[src/rtl/qam16_pkg.sv]
// Shared 16-QAM definitions: Gray level codes, the hard-decision slicer and
// the ideal constellation level used by the optional error path.
package qam16_pkg;

    typedef logic [1:0] gray_t;

    localparam gray_t GRAY_M3 = 2'b00;
    localparam gray_t GRAY_M1 = 2'b01;
    localparam gray_t GRAY_P1 = 2'b11;
    localparam gray_t GRAY_P3 = 2'b10;

    // Decision thresholds sit at -2*lvl, 0 and +2*lvl.
    function automatic gray_t slice_level(input logic signed [31:0] x,
                                          input logic signed [31:0] lvl);
        if (x >= 2 * lvl)
            return GRAY_P3;
        else if (x >= 0)
            return GRAY_P1;
        else if (x >= -2 * lvl)
            return GRAY_M1;
        else
            return GRAY_M3;
    endfunction

    function automatic logic signed [31:0] ideal_level(input gray_t code,
                                                       input logic signed [31:0] lvl);
        case (code)
            GRAY_P3: return 3 * lvl;
            GRAY_P1: return lvl;
            GRAY_M1: return -lvl;
            default: return -3 * lvl;
        endcase
    endfunction

endpackage

[src/rtl/qam16_sym_fifo.sv]
// Synchronous symbol FIFO with occupancy output; a push into a full FIFO
// without a simultaneous pop is dropped and flagged in a sticky overflow bit.
module qam16_sym_fifo
    import qam16_pkg::*;
#(
    parameter int W     = 4,
    parameter int DEPTH = 4
) (
    input  logic                   clk,
    input  logic                   rst,
    input  logic                   push,
    input  logic [W-1:0]           din,
    input  logic                   ready,
    output logic [W-1:0]           dout,
    output logic                   valid,
    output logic [$clog2(DEPTH):0] level,
    output logic                   overflow
);
    localparam int AW = $clog2(DEPTH);
    localparam int LW = AW + 1;

    logic [W-1:0]    mem [DEPTH];
    logic [AW-1:0]   wr_ptr_reg, rd_ptr_reg;
    logic [LW-1:0]   level_reg;
    logic            overflow_reg;
    logic            full, empty, pop, wr_en;

    assign full  = (level_reg == LW'(DEPTH));
    assign empty = (level_reg == '0);
    assign pop   = !empty && ready;
    // A pop in the same cycle frees the slot, so a full FIFO still accepts.
    assign wr_en = push && (!full || pop);

    always_ff @(posedge clk) begin
        if (wr_en)
            mem[wr_ptr_reg] <= din;
    end

    always_ff @(posedge clk) begin
        if (rst) begin
            wr_ptr_reg   <= '0;
            rd_ptr_reg   <= '0;
            level_reg    <= '0;
            overflow_reg <= 1'b0;
        end else begin
            if (wr_en)
                wr_ptr_reg <= wr_ptr_reg + AW'(1);
            if (pop)
                rd_ptr_reg <= rd_ptr_reg + AW'(1);
            if (wr_en && !pop)
                level_reg <= level_reg + LW'(1);
            else if (!wr_en && pop)
                level_reg <= level_reg - LW'(1);
            if (push && !wr_en)
                overflow_reg <= 1'b1;
        end
    end

    assign dout     = empty ? '0 : mem[rd_ptr_reg];
    assign valid    = !empty;
    assign level    = level_reg;
    assign overflow = overflow_reg;

endmodule

[src/rtl/qam16_symbol_slicer.sv]
// Decimates matched-filter I/Q samples to one per symbol, hard-slices each rail
// to Gray-coded 16-QAM and queues symbols. Define QAM_SLICER_ERR_EN for err_i/err_q.
module qam16_symbol_slicer
    import qam16_pkg::*;
#(
    parameter int               WIDTH = 16,
    parameter int               OSR   = 4,
    parameter logic [WIDTH-1:0] LVL   = 16'h1000,
    parameter int               DEPTH = 4
) (
    input  logic                    clk,
    input  logic                    rst,
    input  logic                    start,
    input  logic                    in_valid,
    input  logic [WIDTH-1:0]        i_in,
    input  logic [WIDTH-1:0]        q_in,
    input  logic [$clog2(OSR)-1:0]  phase,
    output logic [3:0]              sym_out,
    output logic                    sym_valid,
    input  logic                    sym_ready,
    output logic [$clog2(DEPTH):0]  level,
    output logic                    overflow
`ifdef QAM_SLICER_ERR_EN
    ,
    output logic [WIDTH-1:0]        err_i,
    output logic [WIDTH-1:0]        err_q
`endif
);
    localparam int PW = $clog2(OSR);
    localparam logic signed [31:0] LVL_S = 32'(LVL);
`ifdef QAM_SLICER_ERR_EN
    localparam int FW = 4 + 2 * WIDTH;
    localparam logic signed [31:0] ERR_MAX = (32'sd1 <<< (WIDTH - 1)) - 32'sd1;
    localparam logic signed [31:0] ERR_MIN = -(32'sd1 <<< (WIDTH - 1));
`else
    localparam int FW = 4;
`endif

    logic [PW-1:0] cnt_reg, phase_q_reg, phase_eff;
    logic          start_d_reg, rise, take;

    assign rise      = start && !start_d_reg;
    // The phase presented on the enabling cycle already governs that cycle.
    assign phase_eff = rise ? phase : phase_q_reg;
    assign take      = in_valid && start && (cnt_reg == phase_eff);

    // OSR is a power of two, so the counter wraps OSR-1 -> 0 by overflow.
    always_ff @(posedge clk) begin
        if (rst) begin
            cnt_reg     <= '0;
            phase_q_reg <= '0;
            start_d_reg <= 1'b0;
        end else begin
            start_d_reg <= start;
            if (!start) begin
                cnt_reg <= '0;
            end else begin
                if (rise)
                    phase_q_reg <= phase;
                if (in_valid)
                    cnt_reg <= cnt_reg + PW'(1);
            end
        end
    end

    logic signed [WIDTH-1:0] rail_in [2];
    gray_t                   code_now [2];
`ifdef QAM_SLICER_ERR_EN
    logic [WIDTH-1:0]        err_now [2];
`endif

    assign rail_in[0] = i_in;
    assign rail_in[1] = q_in;

    genvar gi;
    generate
        for (gi = 0; gi < 2; gi++) begin : g_rail
            logic signed [31:0] x_ext;
            assign x_ext        = 32'(rail_in[gi]);
            assign code_now[gi] = slice_level(x_ext, LVL_S);
`ifdef QAM_SLICER_ERR_EN
            logic signed [31:0] diff;
            assign diff        = x_ext - ideal_level(code_now[gi], LVL_S);
            assign err_now[gi] = (diff > ERR_MAX) ? ERR_MAX[WIDTH-1:0] :
                                 (diff < ERR_MIN) ? ERR_MIN[WIDTH-1:0] :
                                 diff[WIDTH-1:0];
`endif
        end
    endgenerate

    logic [FW-1:0] slice_data_next, slice_data_reg;
    logic          slice_valid_reg;

`ifdef QAM_SLICER_ERR_EN
    assign slice_data_next = {err_now[0], err_now[1], code_now[0], code_now[1]};
`else
    assign slice_data_next = {code_now[0], code_now[1]};
`endif

    always_ff @(posedge clk) begin
        if (rst || !start) begin
            slice_valid_reg <= 1'b0;
            slice_data_reg  <= '0;
        end else begin
            slice_valid_reg <= take;
            if (take)
                slice_data_reg <= slice_data_next;
        end
    end

    logic [FW-1:0] fifo_dout;

    qam16_sym_fifo #(
        .W     (FW),
        .DEPTH (DEPTH)
    ) u_fifo (
        .clk      (clk),
        .rst      (rst),
        .push     (slice_valid_reg),
        .din      (slice_data_reg),
        .ready    (sym_ready),
        .dout     (fifo_dout),
        .valid    (sym_valid),
        .level    (level),
        .overflow (overflow)
    );

    assign sym_out = fifo_dout[3:0];
`ifdef QAM_SLICER_ERR_EN
    assign err_i = fifo_dout[FW-1 -: WIDTH];
    assign err_q = fifo_dout[4 +: WIDTH];
`endif

endmodule

[config.mk]
export PLATFORM = sky130hd
export DESIGN_NAME = qam16_symbol_slicer
export DESIGN_NICKNAME = d
export VERILOG_FILES = /design/src/rtl/qam16_pkg.sv /design/src/rtl/qam16_sym_fifo.sv /design/src/rtl/qam16_symbol_slicer.sv
export SDC_FILE = /design/constraint.sdc
export NUM_CORES = 1
export LEC_CHECK = 0
export BUFFER_PORTS_ARGS = -buffer_cell sky130_fd_sc_hd__buf_2
export CORE_MARGIN = 2
export CORE_UTILIZATION = 53
export CTS_CLUSTER_DIAMETER = 60
export DETAILED_ROUTE_END_ITERATION = 10
export PLACE_DENSITY = 0.8
export SLEW_MARGIN = 20
export SYNTH_ARGS = -nofsm -noshare
export SYNTH_HDL_FRONTEND = slang
export SYNTH_SLANG_ARGS = --single-unit
[constraint.sdc]
create_clock -name clk -period 5.4 [get_ports clk]
set_clock_uncertainty 0.15 [all_clocks]
set_input_delay 0.54 -clock clk [delete_from_list [all_inputs] [get_ports clk]]
set_output_delay 0.54 -clock clk [all_outputs]
set_load 0.02 [all_outputs]
==> metrics.txt <==
sequential-to-total area share from yosys stat=57.9%; vias in the first global route=905; final instance area=1700 sq um; Vias per Instance=5.10; drt wl/cell=12.5 um; max cap viols=0; max frequency=410 MHz; Synth Area in Compound Gates=2.30%; Synth area leaders=edfxtp_1, dfxtp_1, mux2i_1; share of the synthesized area in the top cell type=31.6%; WP data arrival=2.56 ns; PostCTS Resize Cnt=0; area added between synthesis and finish=11.8%; number of flip-flops in the largest register=16; Critical-path top delay cell=dfxtp_1; clk sinks=36; Period minus WS final=2.44 ns; via count=918; DRC=0; endpoints failing setup=0; Static Leak=0.669 nW; FFs w/ async S/R, synth=0%; Clock Tree Buf Depth=2; buffers inserted by post-CTS timing repair=0; CTS tree=yes; FF-to-FF path depth=8; Post-DP Area=1650 sq um; Hold Crit Class=input pin to flop; Sum Neg Setup Slack=0 ns; Worst-Margin Slew=0.446 ns; max-slew violations=0; mux cell area share after synthesis=11.8%; # port buffers=21; hold path depth=3; DP HPWL=1750 um; total power=0.000652 W; gr usage total=16.6%; drt pass-1 iters=3; die area=3320 sq um; Clock transition at path regs=0.10 ns; cell breakdown of the critical path=nor4b_1 > nor2b_1 > ha_1 > inv_1 > fa_1 > xor2_1 > or3_1 > a21oi_1; GP Congestion=0.754; Worst setup EP type=flop; Fillers=224; Synth top cells by count=dfxtp_1, edfxtp_1, nor2_1; Skew-Pair Late Insertion Delay=0.33 ns; largest net degree at the start of global routing=13; post-synthesis xor/xnor area fraction=4.61%; first-pass GRT wire length=3940 um; CTS buffer count=5; global route total overflow=0; Syn Std Cell Area=1520 sq um; Hold Worst Slack=0.308 ns; initial antenna violation count=0; area fraction in and, or, nand and nor cells after synthesis=15.9%; fraction of layout cells with a size suffix above 1=21.5%; nature of the critical path startpoint=flop; Distinct cells, synth=26; root buf cell=clkbuf_4; IO Pins=48; Antenna Nets Post-Route=0; Crit Path Category=flop to flop; number of flops mapped to enable cells by yosys=16; routed wire length=2240 um; Adder-Cell Fraction of Synth Area=5.43%; Pwr Density=383 nW/um^2; Peak VDD IR=0.369 mV; largest family of logic cells by synthesized area=simple AND/OR/NAND/NOR gates; Nets=193; Worst Path Required=5.51 ns; synthesized instance count=124; Slew HR=70.2%; synth warn=0; n_diodes=0; DRT iter0 DRCs=17; syn avg cell area=12.3 sq um; most frequent cell after synthesis=dfxtp_1; Core Area=2730 sq um; Syn Nets=169; Synth area leader=edfxtp_1; DIE HEIGHT=57.6 um; final period utilization=45.2%; RSZ-0062 raised after global routing=false; Yosys reg bits=36; Die X=57.6 um; Max FO, Critical Path=7; Hold Vio Cnt, Final=0; number of placement rows=19; outcome=completed; final cell count without fillers=180; H-tree depth=2; placed insts=172; Crit path largest cell delay=0.44 ns; hold buffer count at cts=0; Most used DFF post-synth=dfxtp_1; Starting Density=55.7%
## worst paths after layout
| kind | startpoint | to | slack, ns |
|---|---|---|---|
| max | u_fifo.level[0] | u_fifo.level[2] | 2.96 |
| min | phase[1] | phase_q_reg[1] | 0.31 |
| max reg2reg | u_fifo.level[0] | u_fifo.level[2] | 2.96 |
| min reg2reg | u_fifo.overflow | u_fifo.overflow | 0.32 |
## metal layers
metal  wire length (um)  global-route usage (%)
met2               1130                    27.8
met5                  0                       0
met3                126                    6.80
met4                 44                    6.98
met1                943                    18.6
## worst max-delay path: cells and delay by family (launching register included)
family / cells / cell delay (ns)
xor gates and xnor gates: 1 / 0.16
DFF: 1 / 0.44
AOI/OAI and AO/OA: 1 / 0.15
adders and majority gates: 2 / 0.63
buffers and inverters: 1 / 0.06
and+or+nand+nor: 3 / 0.78
## power by group
part	switching, W	total (W)	internal, W	leakage (nW)
Combinational	0.000117	0.000199	0.0000825	0.349
Clock	0.0000833	0.000131	0.0000477	0.0324
Sequential	0.0000210	0.000322	0.000301	0.288
Total	0.000221	0.000652	0.000431	0.669
## placed cells by master, fill, tap and decap left out, types with 2 or more instances in the layout
cell / n
nor2b_1: 3
nand2_1: 7
and2_1: 8
dfxtp_1: 20
buf_2: 21
clkinv_2: 2
o21ai_0: 4
or3_1: 2
and3_1: 2
a21oi_1: 3
clkbuf_4: 5
nor2_1: 13
nand2b_1: 5
inv_1: 3
ha_1: 5
nor3_1: 2
xor2_1: 5
mux4_2: 4
xnor2_1: 3
edfxtp_1: 16
clkinv_1: 2
mux2i_1: 9
## stage by stage
stage               setup WS [ns]  util (%)
floorplan                    2.90         -
global placement             2.83      60.3
detailed placement           2.78      60.3
CTS                          2.94      62.2
global route                 2.75      62.2
finish                       2.96      62.2
## cell families after synthesis
| kind of cell | Yosys count |
|---|---|
| simple gates | 46 |
| flops | 36 |
| mux | 13 |
| xor+xnor | 8 |
| buf+inv | 8 |
| compound gates | 7 |
| fa+ha+maj | 6 |
## layout make-up
class	count	area (sq um)	area share, %
Timing Repair Buffer	21	105	6.18
Multi-Input combinational cell	80	609	35.8
Inverter	4	15.0	0.883
Tap cell	31	38.8	2.28
Sequential cell	36	881	51.8
Clock buffer	5	37.5	2.21
Clock inverter	3	13.8	0.809
Note: power is estimated with default switching activity, not from simulation.
